## src/rtl/beta_mem_arbiter_if.sv

```systemverilog
// Handshake bundle between the Beta fetch/MEM stages, the arbiter and the unified memory.
// The slave modport is the arbiter's view; master is the requester/memory side.
interface beta_mem_arbiter_if #(
    parameter int ADDR_W = 32,
    parameter int DATA_W = 32
);
    logic              i_req;
    logic [ADDR_W-1:0] i_addr;
    logic              i_kill;
    logic              i_ack;
    logic [DATA_W-1:0] i_rdata;

    logic              d_req;
    logic              d_we;
    logic [ADDR_W-1:0] d_addr;
    logic [DATA_W-1:0] d_wdata;
    logic              d_ack;
    logic [DATA_W-1:0] d_rdata;

    logic              mem_req;
    logic              mem_we;
    logic [ADDR_W-1:0] mem_addr;
    logic [DATA_W-1:0] mem_wdata;
    logic              mem_ack;
    logic [DATA_W-1:0] mem_rdata;

    logic              busy;

    modport slave (
        input  i_req, i_addr, i_kill, d_req, d_we, d_addr, d_wdata, mem_ack, mem_rdata,
        output i_ack, i_rdata, d_ack, d_rdata, mem_req, mem_we, mem_addr, mem_wdata, busy
    );

    modport master (
        output i_req, i_addr, i_kill, d_req, d_we, d_addr, d_wdata, mem_ack, mem_rdata,
        input  i_ack, i_rdata, d_ack, d_rdata, mem_req, mem_we, mem_addr, mem_wdata, busy
    );
endinterface

```

## src/rtl/beta_mem_arbiter.sv

```systemverilog
// Single-ported memory arbiter for the Beta: data has priority, but fetch is guaranteed a
// grant after MAX_D_STREAK consecutive data grants. One registered transaction at a time.
module beta_mem_arbiter #(
    parameter int ADDR_W       = 32,
    parameter int DATA_W       = 32,
    parameter int MAX_D_STREAK = 4
) (
    input  logic              clk,
    input  logic              reset,
    beta_mem_arbiter_if.slave bus
);
    typedef enum logic [1:0] {IDLE, BUSY_I, BUSY_D, DONE} state_t;

    localparam int                SW         = $clog2(MAX_D_STREAK + 1);
    localparam logic [SW-1:0]     STREAK_MAX = SW'(MAX_D_STREAK);
    localparam logic [ADDR_W-1:0] WORD_MASK  = ~ADDR_W'(3);

    state_t            state_q;
    logic [SW-1:0]     streak_q;
    logic              killed_q;
    logic              mem_req_q;
    logic              mem_we_q;
    logic [ADDR_W-1:0] mem_addr_q;
    logic [DATA_W-1:0] mem_wdata_q;
    logic              i_ack_q;
    logic              d_ack_q;
    logic [DATA_W-1:0] i_rdata_q;
    logic [DATA_W-1:0] d_rdata_q;

    logic fetch_elig;
    logic grant_data;
    logic grant_fetch;
    logic kill_now;

    always_comb begin
        fetch_elig  = bus.i_req & ~bus.i_kill;
        grant_data  = bus.d_req & (~fetch_elig | (streak_q < STREAK_MAX));
        grant_fetch = fetch_elig & ~grant_data;
        // A kill arriving on the completion edge still suppresses the fetch ack.
        kill_now    = killed_q | bus.i_kill;
    end

    always_ff @(posedge clk) begin
        if (reset) begin
            state_q     <= IDLE;
            streak_q    <= '0;
            killed_q    <= 1'b0;
            mem_req_q   <= 1'b0;
            mem_we_q    <= 1'b0;
            mem_addr_q  <= '0;
            mem_wdata_q <= '0;
            i_ack_q     <= 1'b0;
            d_ack_q     <= 1'b0;
            i_rdata_q   <= '0;
            d_rdata_q   <= '0;
        end else begin
            i_ack_q <= 1'b0;
            d_ack_q <= 1'b0;
            case (state_q)
                IDLE: begin
                    killed_q <= 1'b0;
                    if (grant_data) begin
                        state_q     <= BUSY_D;
                        mem_req_q   <= 1'b1;
                        mem_we_q    <= bus.d_we;
                        mem_addr_q  <= bus.d_addr & WORD_MASK;
                        mem_wdata_q <= bus.d_wdata;
                    end else if (grant_fetch) begin
                        state_q     <= BUSY_I;
                        mem_req_q   <= 1'b1;
                        mem_we_q    <= 1'b0;
                        mem_addr_q  <= bus.i_addr & WORD_MASK;
                        mem_wdata_q <= '0;
                    end
                    // Streak only grows while data overtakes an eligible fetch.
                    if (grant_data && fetch_elig) begin
                        streak_q <= (streak_q == STREAK_MAX) ? streak_q : streak_q + 1'b1;
                    end else begin
                        streak_q <= '0;
                    end
                end
                BUSY_I: begin
                    if (bus.i_kill) killed_q <= 1'b1;
                    if (bus.mem_ack) begin
                        mem_req_q <= 1'b0;
                        state_q   <= DONE;
                        if (!kill_now) begin
                            i_ack_q   <= 1'b1;
                            i_rdata_q <= bus.mem_rdata;
                        end
                    end
                end
                BUSY_D: begin
                    if (bus.mem_ack) begin
                        mem_req_q <= 1'b0;
                        state_q   <= DONE;
                        d_ack_q   <= 1'b1;
                        d_rdata_q <= bus.mem_rdata;
                    end
                end
                DONE: begin
                    state_q <= IDLE;
                end
                default: begin
                    state_q <= IDLE;
                end
            endcase
        end
    end

    assign bus.i_ack     = i_ack_q;
    assign bus.i_rdata   = i_rdata_q;
    assign bus.d_ack     = d_ack_q;
    assign bus.d_rdata   = d_rdata_q;
    assign bus.mem_req   = mem_req_q;
    assign bus.mem_we    = mem_we_q;
    assign bus.mem_addr  = mem_addr_q;
    assign bus.mem_wdata = mem_wdata_q;
    assign bus.busy      = (state_q != IDLE);
endmodule
```

## src/flat_wrapper.sv

```systemverilog
// flat-port wrapper written by rule: the top's interface ports become plain ports
module beta_mem_arbiter_flat 
#(
    parameter int ADDR_W       = 32,
    parameter int DATA_W       = 32,
    parameter int MAX_D_STREAK = 4
)
  (clk, reset, bus_i_req, bus_i_addr, bus_i_kill, bus_d_req, bus_d_we, bus_d_addr, bus_d_wdata, bus_mem_ack, bus_mem_rdata, bus_i_ack, bus_i_rdata, bus_d_ack, bus_d_rdata, bus_mem_req, bus_mem_we, bus_mem_addr, bus_mem_wdata, bus_busy);
  beta_mem_arbiter_if #(.ADDR_W(ADDR_W), .DATA_W(DATA_W)) bus_i ();
  input  logic clk;
  input  logic reset;
  input wire logic [$bits(bus_i.i_req)-1:0] bus_i_req;
  input wire logic [$bits(bus_i.i_addr)-1:0] bus_i_addr;
  input wire logic [$bits(bus_i.i_kill)-1:0] bus_i_kill;
  input wire logic [$bits(bus_i.d_req)-1:0] bus_d_req;
  input wire logic [$bits(bus_i.d_we)-1:0] bus_d_we;
  input wire logic [$bits(bus_i.d_addr)-1:0] bus_d_addr;
  input wire logic [$bits(bus_i.d_wdata)-1:0] bus_d_wdata;
  input wire logic [$bits(bus_i.mem_ack)-1:0] bus_mem_ack;
  input wire logic [$bits(bus_i.mem_rdata)-1:0] bus_mem_rdata;
  output wire logic [$bits(bus_i.i_ack)-1:0] bus_i_ack;
  output wire logic [$bits(bus_i.i_rdata)-1:0] bus_i_rdata;
  output wire logic [$bits(bus_i.d_ack)-1:0] bus_d_ack;
  output wire logic [$bits(bus_i.d_rdata)-1:0] bus_d_rdata;
  output wire logic [$bits(bus_i.mem_req)-1:0] bus_mem_req;
  output wire logic [$bits(bus_i.mem_we)-1:0] bus_mem_we;
  output wire logic [$bits(bus_i.mem_addr)-1:0] bus_mem_addr;
  output wire logic [$bits(bus_i.mem_wdata)-1:0] bus_mem_wdata;
  output wire logic [$bits(bus_i.busy)-1:0] bus_busy;
  assign bus_i.i_req = bus_i_req;
  assign bus_i.i_addr = bus_i_addr;
  assign bus_i.i_kill = bus_i_kill;
  assign bus_i.d_req = bus_d_req;
  assign bus_i.d_we = bus_d_we;
  assign bus_i.d_addr = bus_d_addr;
  assign bus_i.d_wdata = bus_d_wdata;
  assign bus_i.mem_ack = bus_mem_ack;
  assign bus_i.mem_rdata = bus_mem_rdata;
  assign bus_i_ack = bus_i.i_ack;
  assign bus_i_rdata = bus_i.i_rdata;
  assign bus_d_ack = bus_i.d_ack;
  assign bus_d_rdata = bus_i.d_rdata;
  assign bus_mem_req = bus_i.mem_req;
  assign bus_mem_we = bus_i.mem_we;
  assign bus_mem_addr = bus_i.mem_addr;
  assign bus_mem_wdata = bus_i.mem_wdata;
  assign bus_busy = bus_i.busy;
  beta_mem_arbiter #(.ADDR_W(ADDR_W), .DATA_W(DATA_W), .MAX_D_STREAK(MAX_D_STREAK)) u_core (.clk(clk), .reset(reset), .bus(bus_i));
endmodule
```

## config.mk

```make
export PLATFORM = sky130hd
export DESIGN_NAME = beta_mem_arbiter_flat
export DESIGN_NICKNAME = d
export VERILOG_FILES = /design/src/rtl/beta_mem_arbiter_if.sv /design/src/rtl/beta_mem_arbiter.sv /design/src/flat_wrapper.sv
export SDC_FILE = /design/constraint.sdc
export NUM_CORES = 1
export LEC_CHECK = 0
export CAP_MARGIN = 20
export CORE_MARGIN = 1.5
export CORE_UTILIZATION = 41
export DETAILED_ROUTE_END_ITERATION = 8
export GPL_TIMING_DRIVEN = 0
export HOLD_SLACK_MARGIN = 0.08
export PLACE_DENSITY = 0.83
export SLEW_MARGIN = 20
export SYNTH_ARGS = -nofsm -noshare
export SYNTH_HDL_FRONTEND = slang
export SYNTH_SLANG_ARGS = --single-unit
```

## constraint.sdc

```tcl
create_clock -name clk -period 3.2 [get_ports clk]
set_input_delay 0.64 -clock clk [delete_from_list [all_inputs] [get_ports clk]]
set_output_delay 0.64 -clock clk [all_outputs]
set_load 0.05 [all_outputs]
```

==> summary.txt <==
================================================================================
Run status                                                          finished clean
Final count of pins violating max slew                                         0
Clock tree root driver cell                                         sky130_fd_sc_hd__clkbuf_16
Yosys cell types                                                              28
Worst Skew                                                            0.00572 ns
Iteration-0 DRC count of the detailed router                                 366
Pleak                                                                    3.15 nW
Mapped Area                                                           5090 sq um
CTS Sinks                                                                    136
Number of maximum-capacitance violations                                       0
Top-area cell type share of the netlist area                               0.534
Initial standard-cell utilization of the core                              0.422
Clock buffers created by TritonCTS                                            17
CORE AREA                                                            12100 sq um
Max clock buf depth                                                            2
Largest net degree at the start of global routing                             17
Cts repair resizes                                                             0
Via count of the first global-routing pass                                  5046
Unrepaired setup endpoints after global routing                               no
Clock Pin Slew Worst Setup and Hold Paths                                0.06 ns
Crit path kind                                                        reg -> out
Commonest register cell after synthesis                             sky130_fd_sc_hd__dfxtp_1
CP Launch Point                                                     u_core.state_q[0]
Final worst setup slack                                                 0.322 ns
Number of nets with antenna violations after routing                           0
Final-layout setup total negative slack                                     0 ns
Number of antenna violations at the first check in global routing              0
Post-synthesis instance total                                                616
Data arrival time at the worst-slack endpoint                            2.24 ns
Number of buffers added for setup after CTS                                    0
Share of cells above drive strength 1                                     0.0649
Die area                                                             13100 sq um
Dominant cell by count in the synthesized netlist                   sky130_fd_sc_hd__nand2_1
Final-layout fill cell count                                                 986
Number of flip-flops and latches in the synthesized netlist                  136
Synth-to-layout area growth                                                67.5%
Count of flip-flops with a built-in enable after synthesis                     0
Vertical extent of the die                                           114 microns
Count of port buffers added during placement                                 260
Via density per instance                                                    4.99
Number of antenna repair diodes                                                0
Worst slew pin tran                                                     0.587 ns
Routability congestion estimate from global placement                      0.818
Half-perimeter wire length after detailed placement                      11.9 mm
Global-route wire length before repair                                   25.5 mm
CTS tree                                                                    done
Syn. warnings                                                                  0
Post-route fraction of the period consumed by the critical path            0.900
Sequential fraction of the synthesis area                                  0.534
Leading cell types by count after synthesis                         sky130_fd_sc_hd__nand2_1, sky130_fd_sc_hd__dfxtp_1, sky130_fd_sc_hd__a21oi_1
Total number of placement rows                                                40
CP Capture Type                                                     primary output
I/O pin count                                                                268
Number of endpoints with negative hold slack in the final report               0
Average instance area after synthesis                                 8.27 sq um
Final count of negative-setup-slack endpoints                                  0
Cell taking the most area after synthesis                           sky130_fd_sc_hd__dfxtp_1
Minimum clock period                                                     2.88 ns
Ys async rst share                                                             0
Type of the tightest min-delay check                                  reg -> reg
Worst hold start                                                    u_core.bus.d_rdata[4]
1st-pass router iterations                                                     5
# hold bufs at CTS                                                             0
Place WS                                                                0.736 ns
Remaining Overflow, GRT                                                        0
Number of H-tree levels                                                        4
Startpoint types                                                        register
Headroom to the max-slew limit                                             0.608
Die X-Extent                                                         114 microns
Most area-consuming cells after synthesis                           sky130_fd_sc_hd__dfxtp_1, sky130_fd_sc_hd__nand2_1, sky130_fd_sc_hd__a21oi_1, sky130_fd_sc_hd__nor2_1, sky130_fd_sc_hd__a22oi_1
Startpoint of the lowest-slack register-to-register path            u_core.state_q[1]
Top fanout value on the critical path                                          5
Cell area power density                                              801 nW/um^2
Global Route Usage Sum                                                     0.252
Count of unresolved DRC violations after routing                               0
Average wire length per cell after detail routing                   15.5 microns
Fmax achieved                                                            347 MHz
Total Nets Final                                                            1038
Maximum VDD drop                                                      0.000411 V
Total detailed-routing wirelength                                        16.7 mm
DR vias                                                                     5370
Required arrival time at the worst endpoint                              2.56 ns
Latest clock arrival within the worst-skew pair                          0.41 ns
Final worst hold slack                                                  0.452 ns
================================================================================
-- through the flow --
step           area (sq um)  cells  utilization  total power [mW]
5_1_grt                8530   1077        0.707              7.14
4_1_cts                8530   1077        0.707              6.87
2_1_floorplan          5100    617            -              3.88
3_3_place_gp           7910   1045        0.656              4.77
3_5_place_dp           7910   1045        0.656              4.81
6_report               8530   1077        0.707              6.83
-- power breakdown --
part | internal [mW] | switching (mW)
Combinational | 0.944 | 1.74
Sequential | 1.96 | 0.139
Clock | 1.32 | 0.729
Total | 4.22 | 2.61
-- sequential cells by signal, indices dropped and copies added (netlist names) --
signal	count
u_core.bus.d_rdata	32
u_core.bus.mem_wdata	32
u_core.streak_q	3
u_core.state_q	2
u_core.bus.i_ack	1
u_core.bus.mem_req	1
u_core.bus.i_rdata	32
u_core.bus.d_ack	1
u_core.bus.mem_addr	30
u_core.bus.mem_we	1
u_core.killed_q	1
-- worst max-delay path, stage by stage, from the launching register on --
cell,delay [ns]
sky130_fd_sc_hd__dfxtp_1,0.35
sky130_fd_sc_hd__inv_1,0.10
sky130_fd_sc_hd__ha_1,0.28
sky130_fd_sc_hd__inv_1,0.19
sky130_fd_sc_hd__clkdlybuf4s50_1,0.90
-- area by class of cell --
| cell class | count | area [sq um] | area share |
|---|---|---|---|
| inverters | 5 | 18.8 | 0.00220 |
| repair buffers | 260 | 2600 | 0.305 |
| flip-flops and latches | 136 | 2720 | 0.319 |
| clock inverters | 13 | 178 | 0.0208 |
| clock buffers | 19 | 443 | 0.0519 |
| multi-input cells | 426 | 2120 | 0.248 |
| well taps | 168 | 210 | 0.0246 |
| plain buffers | 50 | 238 | 0.0279 |
-- per-layer routing --
layer	wire, microns	part of all wire	vias up	track usage
met5	0	0	-	0
met4	413	0.025	0	0.113
li1	-	-	2633	-
met2	7960	0.48	220	0.416
met1	7130	0.43	2485	0.304
met3	1190	0.071	32	0.0720
-- cell families after synthesis --
kind of cell | Yosys count | share of synthesized area
other cells | 1 | 0.000736
flops | 136 | 0.534
compound gates | 170 | 0.205
mux | 2 | 0.00393
buf+inv | 55 | 0.0503
simple gates | 245 | 0.188
fa+ha+maj | 7 | 0.0172
-- placed cells by master, fill, tap and decap left out, types with 4 or more instances in the layout --
cell type	n
sky130_fd_sc_hd__inv_1	5
sky130_fd_sc_hd__clkinv_2	5
sky130_fd_sc_hd__buf_4	8
sky130_fd_sc_hd__clkbuf_16	17
sky130_fd_sc_hd__clkdlybuf4s50_1	260
sky130_fd_sc_hd__bufinv_16	4
sky130_fd_sc_hd__a211oi_1	32
sky130_fd_sc_hd__clkbuf_1	25
sky130_fd_sc_hd__nor2_1	71
sky130_fd_sc_hd__nand2_1	163
sky130_fd_sc_hd__a22oi_1	35
sky130_fd_sc_hd__a21oi_1	97
sky130_fd_sc_hd__ha_1	7
sky130_fd_sc_hd__buf_2	16
sky130_fd_sc_hd__dfxtp_1	136
-- path summary, 6_finish.rpt --
| kind | slack [ns] | to | depth (start not counted) |
|---|---|---|---|
| worst max-delay path | 0.32 | bus_busy | 4 |
| worst min-delay path | 0.45 | u_core.bus.d_rdata[4] | 2 |
| worst max register to register | 1.45 | u_core.bus.i_rdata[25] | 7 |
| worst min register to register | 0.45 | u_core.bus.d_rdata[4] | 2 |
No activity file was read; power rests on OpenSTA's default activity.
